$ cat config.mk
export PLATFORM = sky130hd
export DESIGN_NAME = rr_bus_arbiter
export DESIGN_NICKNAME = d
export VERILOG_FILES = /design/src/rtl/arb_pkg.sv /design/src/rtl/rr_priority_pick.sv /design/src/rtl/rr_bus_arbiter.sv
export SDC_FILE = /design/constraint.sdc
export NUM_CORES = 1
export LEC_CHECK = 0
export CORE_ASPECT_RATIO = 1.2
export CORE_MARGIN = 10
export CORE_UTILIZATION = 40
export CTS_CLUSTER_DIAMETER = 200
export CTS_CLUSTER_SIZE = 14
export DETAILED_ROUTE_END_ITERATION = 8
export PLACE_DENSITY = 0.64
export SYNTH_ARGS = -nofsm -noshare
export SYNTH_HDL_FRONTEND = slang
export SYNTH_SLANG_ARGS = --single-unit
$ cat constraint.sdc
create_clock -name i_clk -period 3.5 [get_ports i_clk]
set_input_delay 0.35 -clock i_clk [delete_from_list [all_inputs] [get_ports i_clk]]
set_output_delay 0.35 -clock i_clk [all_outputs]
set_load 0.02 [all_outputs]
$ cat src/rtl/arb_pkg.sv
// arb_pkg: shared definitions for the round-robin bus arbiter.
//   - ARB_FIXED / ARB_RR : selection-mode constants for the MODE parameter
//   - arb_state_e        : grant state machine encoding (IDLE = 0, GRANT = 1)
//   - hold_width()       : width of the hold counter for a given MAX_HOLD
package arb_pkg;

  localparam int ARB_FIXED = 0;
  localparam int ARB_RR    = 1;

  typedef enum logic [0:0] {
    ST_IDLE  = 1'b0,
    ST_GRANT = 1'b1
  } arb_state_e;

  // Counter must reach MAX_HOLD; keep at least one bit so MAX_HOLD = 0 still elaborates.
  function automatic int hold_width(input int max_hold);
    if (max_hold < 1) begin
      return 1;
    end else begin
      return $clog2(max_hold + 1);
    end
  endfunction

endpackage

$ cat src/rtl/rr_priority_pick.sv
// rr_priority_pick: combinational rotating priority encoder.
//   i_req    [NREQ-1:0] request vector
//   i_start  [OW-1:0]   index given highest priority; search wraps past NREQ-1 to 0
//   o_winner [OW-1:0]   first requesting index found from i_start upward (0 if none)
//   o_valid             any request present
module rr_priority_pick
  import arb_pkg::*;
#(
  parameter  int NREQ = 8,
  localparam int OW   = $clog2(NREQ)
) (
  input  logic [NREQ-1:0] i_req,
  input  logic [OW-1:0]   i_start,
  output logic [OW-1:0]   o_winner,
  output logic            o_valid
);

  logic [OW:0] w_idx;
  logic        w_found;

  // Walk the requests starting at i_start, wrapping modulo NREQ; first hit wins.
  always_comb begin
    w_idx    = '0;
    w_found  = 1'b0;
    o_winner = '0;
    for (int i = 0; i < NREQ; i++) begin
      w_idx = {1'b0, i_start} + (OW+1)'(i);
      // NREQ need not be a power of two, so wrap explicitly.
      if (w_idx >= (OW+1)'(NREQ)) begin
        w_idx = w_idx - (OW+1)'(NREQ);
      end else begin
        w_idx = w_idx;
      end
      if (!w_found && i_req[w_idx[OW-1:0]]) begin
        w_found  = 1'b1;
        o_winner = w_idx[OW-1:0];
      end else begin
        w_found  = w_found;
      end
    end
    o_valid = w_found;
  end

endmodule

$ cat src/rtl/rr_bus_arbiter.sv
// rr_bus_arbiter: N-master system bus arbiter with a registered grant FSM.
//   i_clk             system clock
//   i_rst             synchronous active-high reset
//   i_bus_req         per-master request, held high for the whole tenure
//   i_bus_ready       slave finished the current beat (transaction boundary)
//   o_bus_ack         one-hot grant (registered)
//   o_bus_owner       index of the current/last grantee (registered), steers bus muxes
//   o_bus_owner_valid high exactly when o_bus_ack != 0
// MODE selects fixed priority (lowest index) or rotating priority. With MAX_HOLD > 0
// an owner that has held the bus MAX_HOLD cycles is dropped at a ready beat when
// another master is waiting. Every handoff passes through IDLE (one dead cycle).
module rr_bus_arbiter
  import arb_pkg::*;
#(
  parameter  int NREQ     = 8,
  parameter  int MODE     = ARB_RR,
  parameter  int MAX_HOLD = 0,
  localparam int OW       = $clog2(NREQ)
) (
  input  logic            i_clk,
  input  logic            i_rst,
  input  logic [NREQ-1:0] i_bus_req,
  input  logic            i_bus_ready,
  output logic [NREQ-1:0] o_bus_ack,
  output logic [OW-1:0]   o_bus_owner,
  output logic            o_bus_owner_valid
);

  localparam int HW = hold_width(MAX_HOLD);

  arb_state_e      r_state;
  logic [NREQ-1:0] r_ack;
  logic [OW-1:0]   r_owner;
  logic            r_valid;
  logic [HW-1:0]   r_hold;
  logic [OW-1:0]   r_rr_last;

  logic [OW-1:0]   w_start;
  logic [OW-1:0]   w_winner;
  logic            w_any;
  logic [NREQ-1:0] w_onehot;
  logic            w_contend;
  logic            w_preempt;

  // Search start: one past the last released owner in RR mode, index 0 in fixed mode.
  always_comb begin
    w_start = '0;
    if (MODE == ARB_RR) begin
      if (r_rr_last == OW'(NREQ - 1)) begin
        w_start = '0;
      end else begin
        w_start = r_rr_last + OW'(1);
      end
    end else begin
      w_start = '0;
    end
  end

  rr_priority_pick #(
    .NREQ (NREQ)
  ) u_pick (
    .i_req    (i_bus_req),
    .i_start  (w_start),
    .o_winner (w_winner),
    .o_valid  (w_any)
  );

  assign w_onehot  = {{(NREQ-1){1'b0}}, 1'b1} << w_winner;
  // Someone other than the owner is asking for the bus.
  assign w_contend = |(i_bus_req & ~r_ack);

  // Preemption: hold time used up, contention, and a transaction boundary.
  always_comb begin
    w_preempt = 1'b0;
    if (MAX_HOLD > 0) begin
      w_preempt = (r_hold >= HW'(MAX_HOLD)) && w_contend && i_bus_ready;
    end else begin
      w_preempt = 1'b0;
    end
  end

  // Grant state machine with registered ack/owner/valid outputs.
  always_ff @(posedge i_clk) begin
    if (i_rst) begin
      r_state   <= ST_IDLE;
      r_ack     <= '0;
      r_owner   <= '0;
      r_valid   <= 1'b0;
      r_hold    <= '0;
      r_rr_last <= OW'(NREQ - 1);
    end else begin
      case (r_state)
        ST_IDLE: begin
          if (w_any) begin
            r_state <= ST_GRANT;
            r_ack   <= w_onehot;
            r_owner <= w_winner;
            r_valid <= 1'b1;
            r_hold  <= '0;
          end else begin
            r_ack   <= '0;
            r_valid <= 1'b0;
          end
        end
        ST_GRANT: begin
          // Release wins over a simultaneous preemption; bus_owner keeps its value.
          if (!i_bus_req[r_owner]) begin
            r_state <= ST_IDLE;
            r_ack   <= '0;
            r_valid <= 1'b0;
            if (MODE == ARB_RR) begin
              r_rr_last <= r_owner;
            end else begin
              r_rr_last <= r_rr_last;
            end
          end else if (w_preempt) begin
            r_state   <= ST_IDLE;
            r_ack     <= '0;
            r_valid   <= 1'b0;
            r_rr_last <= r_owner;
          end else if (r_hold < HW'(MAX_HOLD)) begin
            r_hold <= r_hold + HW'(1);
          end else begin
            r_hold <= r_hold;
          end
        end
        default: begin
          r_state <= ST_IDLE;
          r_ack   <= '0;
          r_valid <= 1'b0;
          r_hold  <= '0;
        end
      endcase
    end
  end

  assign o_bus_ack         = r_ack;
  assign o_bus_owner       = r_owner;
  assign o_bus_owner_valid = r_valid;

endmodule

# Yosys cells after proc, flatten, opt, wreduce, memory -nomap -nowiden
# Cells that the tools add are included.
[word_totals] ff_bits=16 input_bits=11 output_inout_bits=12 elab_cells=110
[classes] addsub=16 n_lt_le_gt_ge=17 n_eq_ne=2 shift=1 mux=51 bitwise_logic=2 n_reduce_logical=16
[op_table] operator="two-way mux 3 bit" count=17
[op_table] operator="< comparator 3 x 4 -> 1 bit (second input constant)" count=9
[op_table] operator=">= comparator 4 bit (second input constant)" count=7
[op_table] operator="binary-select mux 1 bit (select 3 bit)" count=9
[op_table] operator="subtractor 3 x 1 -> 3 bit (second input constant)" count=8
[op_table] operator="two-way mux 1 bit" count=20
[op_table] operator="adder 3 x 3 -> 4 bit (second input constant)" count=4
[op_table] operator="two-way mux 8 bit" count=2
[op_table] operator="one-hot mux 8 bit (2 select lines)" count=1
[op_table] operator="adder 3 x 2 -> 4 bit (second input constant)" count=2
[op_table] operator="left shift 1 x 3 -> 8 bit (first input constant)" count=1
[op_table] operator="logical AND 1 bit" count=7
[op_table] operator="zero test 1 bit" count=7
[op_table] operator="adder 3 x 1 -> 4 bit (second input constant)" count=1
[op_table] operator=">= comparator 3 x 4 -> 1 bit (second input constant)" count=1
[op_table] operator="one-hot mux 1 bit (2 select lines)" count=2
[op_table] operator="AND reduction 2 bit" count=2
[op_table] operator="adder 3 x 1 -> 3 bit (second input constant)" count=1
[op_table] operator="== test 3 bit (second input constant)" count=1
[op_table] operator="!= test 2 bit (second input constant)" count=1
[op_table] operator="NOT 1 bit" count=2

# Longest topological paths before layout
[logic_depth] word_depth=31 mapped_depth=14 ltp_nobuf=10

# Modules after synthesis
# Synthesis repeated with hierarchy kept, for this count alone.
[unflattened] hier_cells=181 hier_area_um2=1766.7
[modules_own_cells] module="rr_priority_pick" n_inst=1 cells_per_inst=115 area_per_inst_um2=1062.3 seq_area_each_um2=0.0
[modules_own_cells] module="rr_bus_arbiter" n_inst=1 cells_per_inst=66 area_per_inst_um2=704.4 seq_area_each_um2=320.3

# Worst setup path before layout
# Ideal clock, no wire load.
[synth_path] path_type="flip-flop to flip-flop" start="register r_rr_last[0]" end="register r_ack[4], in the netlist o_bus_ack[4]" setup_ps=117 arrival_ps=2984 required_ps=3383 slack_ps=399 stages_incl_launch_ff=13 path_buffers=2 synth_period_minus_slack_ps=3101 path_cell_list="dfxtp_1 ha_1 ha_1 buf_6 mux2_2 a22oi_2 o21ai_2 nand4bb_4 buf_6 o41ai_4 nor3_2 and2_4 a22o_1"
[synth_between] elab_chain_len=31 elab_cells_between_ends=83 classes_between="add/sub (16); order compare (8); eq/ne (1); shift (1); mux (43); reduce/logical (14)"
[synth_lines] item="start, declared" line="rr_bus_arbiter.sv:36" rtl="logic [OW-1:0] r_rr_last;"
[synth_lines] item="start signal, assigned" line="rr_bus_arbiter.sv:90" rtl="r_rr_last <= OW'(NREQ - 1);"
[synth_lines] item="start signal, assigned" line="rr_bus_arbiter.sv:112" rtl="r_rr_last <= r_owner;"
[synth_lines] item="start signal, assigned" line="rr_bus_arbiter.sv:114" rtl="r_rr_last <= r_rr_last;"
[synth_lines] item="adder 3 x 1 -> 3 bit or == test 3 bit (tied branches)" line="rr_bus_arbiter.sv:52, rr_bus_arbiter.sv:49"
[synth_lines] item="two-way mux 3 bit (*)" line="rr_bus_arbiter.sv:49" rtl="if (r_rr_last == OW'(NREQ - 1)) begin"
[synth_lines] item="branches (longest 27 deep; another with adder 3 x 1 -> 4 bit)"
[synth_lines] item="two-way mux 8 bit (*)" line="rr_bus_arbiter.sv:94" rtl="if (w_any) begin"
[synth_lines] item="one-hot mux 8 bit (2 select lines) (*)" line="rr_bus_arbiter.sv:92" rtl="case (r_state)"
[synth_lines] item="end signal, assigned" line="rr_bus_arbiter.sv:96" rtl="r_ack <= w_onehot;"
[synth_lines] item="end, declared" line="rr_bus_arbiter.sv:32" rtl="logic [NREQ-1:0] r_ack;"
# Every way passes the cells marked *. The select of a mux whose other input is x is not followed.
# A chain may end at the register's enable or synchronous reset.

# Worst setup path in the final report
[layout_path] start="register r_rr_last[0]" end="register r_ack[1], in the netlist o_bus_ack[1]"
# The elaborated chain is that of the path after synthesis.

==> qor.yml <==
outcome:
  status: "finished clean"
synthesis:
  synth.area.top_cells: "dfxtp_1 (17%), mux2i_1 (13%), mux2_2 (7.7%), mux4_2 (4.7%), o21ai_0 (2.9%)"
  syn-cell-area_sq_mm: 0.001903
  syn-num-nets: 222
  synth_top_cell_area_share_pct: 16.83
  synth_top_area_cell: "dfxtp_1"
  synthArstFlopShare_pct: 0
  yosysWarnings: 0
  syn_inst: 208
  ys_types: 66
  syn_avg_cell_area_sq_um: 9.149
  ys_ff_latch: 16
  ys_seq_area_share_pct: 16.83
  ys.flop_type: "dfxtp_1"
  synth_edf_count: 0
cells_and_area:
  nets: 251
  drive_gt1_share_pct: 25.00
  area_growth_pct: 19.92
  antenna_cells_inserted: 0
global_routing:
  grt_pass1_vias: 1849
  grt_max_degree: 13
  grt_overflow_total: 0
  grt_pass1_wl_um: 8769
  antenna_found_initial: 0
  grt.total_usage_pct: 13.03
critical_path:
  critPathCaptureType: "flop"
  crit_arrival_ns: 3.42
  slowest_delay_ns: 0.58
  slowest_stage: "or4_1"
  cp_cell_sequence: "ha_1 -> ha_4 -> buf_4 -> mux2i_1 -> mux2_2 -> mux2_4 -> nand4bb_4 -> or4_1 -> a211oi_1 -> a22o_1"
  cp.required_ns: 3.69
  critPathBufInv: 1
  ff2ff_setup_slack_ns: 0.27
  crit_type: "reg2reg"
  critPathTopFamily: "simple AND/OR/NAND/NOR gates"
  worst_setup_path_start_kind: "flop"
  cp_max_fo: 10
clock_tree:
  cts_max_level: 1
  root_buffer: "clkbuf_8"
  insertion_delay_ns: 0.24
  cts_buffer_depth: 2
  clk_pin_slew_ns: 0.06
  cts_tree: "yes"
  cts_hold_buf: 0
  cts_sinks: 16
  numCtsBuffers: 3
timing:
  rsz0062_at_grt: "no"
  finalSetupViolations: 0
  slew_viol_final: 0
  fin_setup_tns_ns: 0
  finalHoldViolCount: 0
  slew_headroom_pct: 60.02
  finalClockSkew_ns: 0.001869
  fmax_mhz: 309.8
  timing.final.ws_setup_ns: 0.2717
  min_period_ns: 3.228
  period_share_pct: 92.24
  tightest_slew_ns: 0.5830
floorplanning:
  core_sq_mm: 0.004594
  ios: 23
  die-area_sq_mm: 0.007928
  initial_core_util_pct: 41.42
  fp.dieH_um: 95.56
  die_w_um: 82.97
  rows: 27
power:
  p_leak_nw: 0.8490
  irDropWorstVdd_mv: 0.5445
  powerDensity_mw_per_mm2: 1052
routing:
  wl_um: 5298
  dr.pass1.iters: 4
  drc_errors: 0
  drt.antenna.violating_nets: 0
  drt_iter0_markers: 205
  num_vias: 1814
  drt-wirelength-per-cell_um: 18.02
  via_per_inst: 6.170
placement:
  port_buffers: 21
  pre_cts_ws_ns: 0.07910
  routabilityCongestion: 0.9268
  hpwl_um: 4167
min_path:
  hold_class: "reg2reg"
run:
  drv_cap: 0
-- area by class of cell --
cell class / count / area, sq um
Fill cell: 466 / 2312
Multi-Input combinational cell: 173 / 1481
Timing Repair Buffer: 37 / 330.3
Sequential cell: 16 / 320.3
Tap cell: 58 / 72.57
Clock buffer: 4 / 55.05
Inverter: 6 / 22.52
-- flip-flops by register name (all words and copies together), names as in the netlist --
| register | flops |
|---|---|
| o_bus_ack | 8 |
| o_bus_owner | 3 |
| r_rr_last | 3 |
| o_bus_owner_valid | 1 |
| r_state | 1 |
-- power breakdown --
group | switching, W | leakage (nW) | total, W | internal [W]
Combinational | 0.00104 | 0.689 | 0.00195 | 0.000911
Clock | 0.0000624 | 0.0288 | 0.000162 | 0.0000996
Sequential | 0.0000465 | 0.131 | 0.000288 | 0.000241
Total | 0.00115 | 0.849 | 0.00240 | 0.00125
-- through the flow --
stage	utilization, %	instance area (sq um)	power [W]	cells	hold WS [ns]
finish	49.67	2282	0.002402	294	0.4581
global route	49.67	2282	0.002594	294	0.4803
CTS	49.35	2267	0.002363	294	0.4612
detailed placement	48.15	2212	0.002191	290	0.4499
global placement	48.15	2212	0.002179	290	0.4395
floorplan	-	1903	0.001729	208	0.4747
-- worst register-to-register path, cell delays in order (launching register included) --
cell	delay, ns
dfxtp_1	0.33
ha_1	0.29
ha_4	0.39
buf_4	0.20
mux2i_1	0.28
mux2_2	0.25
mux2_4	0.19
nand4bb_4	0.19
or4_1	0.58
a211oi_1	0.31
a22o_1	0.17
-- cell usage in the layout (no fill, tap or decap), types with 5 or more instances in the layout --
cell type	synthesis	final
nand2_1	14	14
inv_1	6	6
o21ai_0	11	11
a21oi_1	8	8
nor2_1	11	11
mux2_2	13	13
dfxtp_1	16	16
a211oi_1	5	5
a22o_1	6	6
clkdlybuf4s50_1	0	21
mux2i_1	24	24
buf_4	3	16
-- synthesized netlist by cell type (4+ instances only) --
| cell | number |
|---|---|
| mux2_2 | 13 |
| inv_1 | 6 |
| nand2_1 | 14 |
| a21oi_1 | 8 |
| dfxtp_1 | 16 |
| nand3_1 | 4 |
| mux4_2 | 4 |
| buf_6 | 4 |
| mux2i_1 | 24 |
| nor2_1 | 11 |
| a22o_1 | 6 |
| o21ai_0 | 11 |
| a211oi_1 | 5 |
| nor3_1 | 4 |
-- per-layer routing --
| metal | track usage, % | wire (um) | vias to the layer above |
|---|---|---|---|
| met3 | 2.816 | 269 | 12 |
| li1 | - | - | 873 |
| met2 | 22.87 | 2535 | 53 |
| met1 | 15.09 | 2372 | 876 |
| met4 | 5.398 | 120 | 0 |
| met5 | 0 | 0 | - |
-- cells by family (layout without fill, tap and decap cells) --
| logic type | after synthesis | in the layout | synth area share, % |
|---|---|---|---|
| AOI/OAI and AO/OA | 70 | 70 | 28.73 |
| buffers and inverters | 19 | 47 | 6.114 |
| and+or+nand+nor | 52 | 52 | 15.32 |
| adders and majority gates | 3 | 3 | 1.973 |
| muxes | 46 | 46 | 28.73 |
| xor gates and xnor gates | 2 | 2 | 2.302 |
| DFF | 16 | 16 | 16.83 |
-- what timing repair did --
| action | CTS | global route |
|---|---|---|
| endpoints found under the setup margin | 0 | 12 |
| setup buffers | 0 | 0 |
| gates resized for setup | 0 | 4 |
| hold endpoints to repair | 0 | 0 |
-- worst paths after layout --
kind	start	endpoint	depth (start not counted)
worst max register to register	r_rr_last[0]	o_bus_ack[1]	10
worst min-delay path	o_bus_ack[2]	o_bus_ack[2]	2
worst min register to register	o_bus_ack[2]	o_bus_ack[2]	2
worst max-delay path	r_rr_last[0]	o_bus_ack[1]	10
Note: power is estimated with default switching activity, not from simulation.
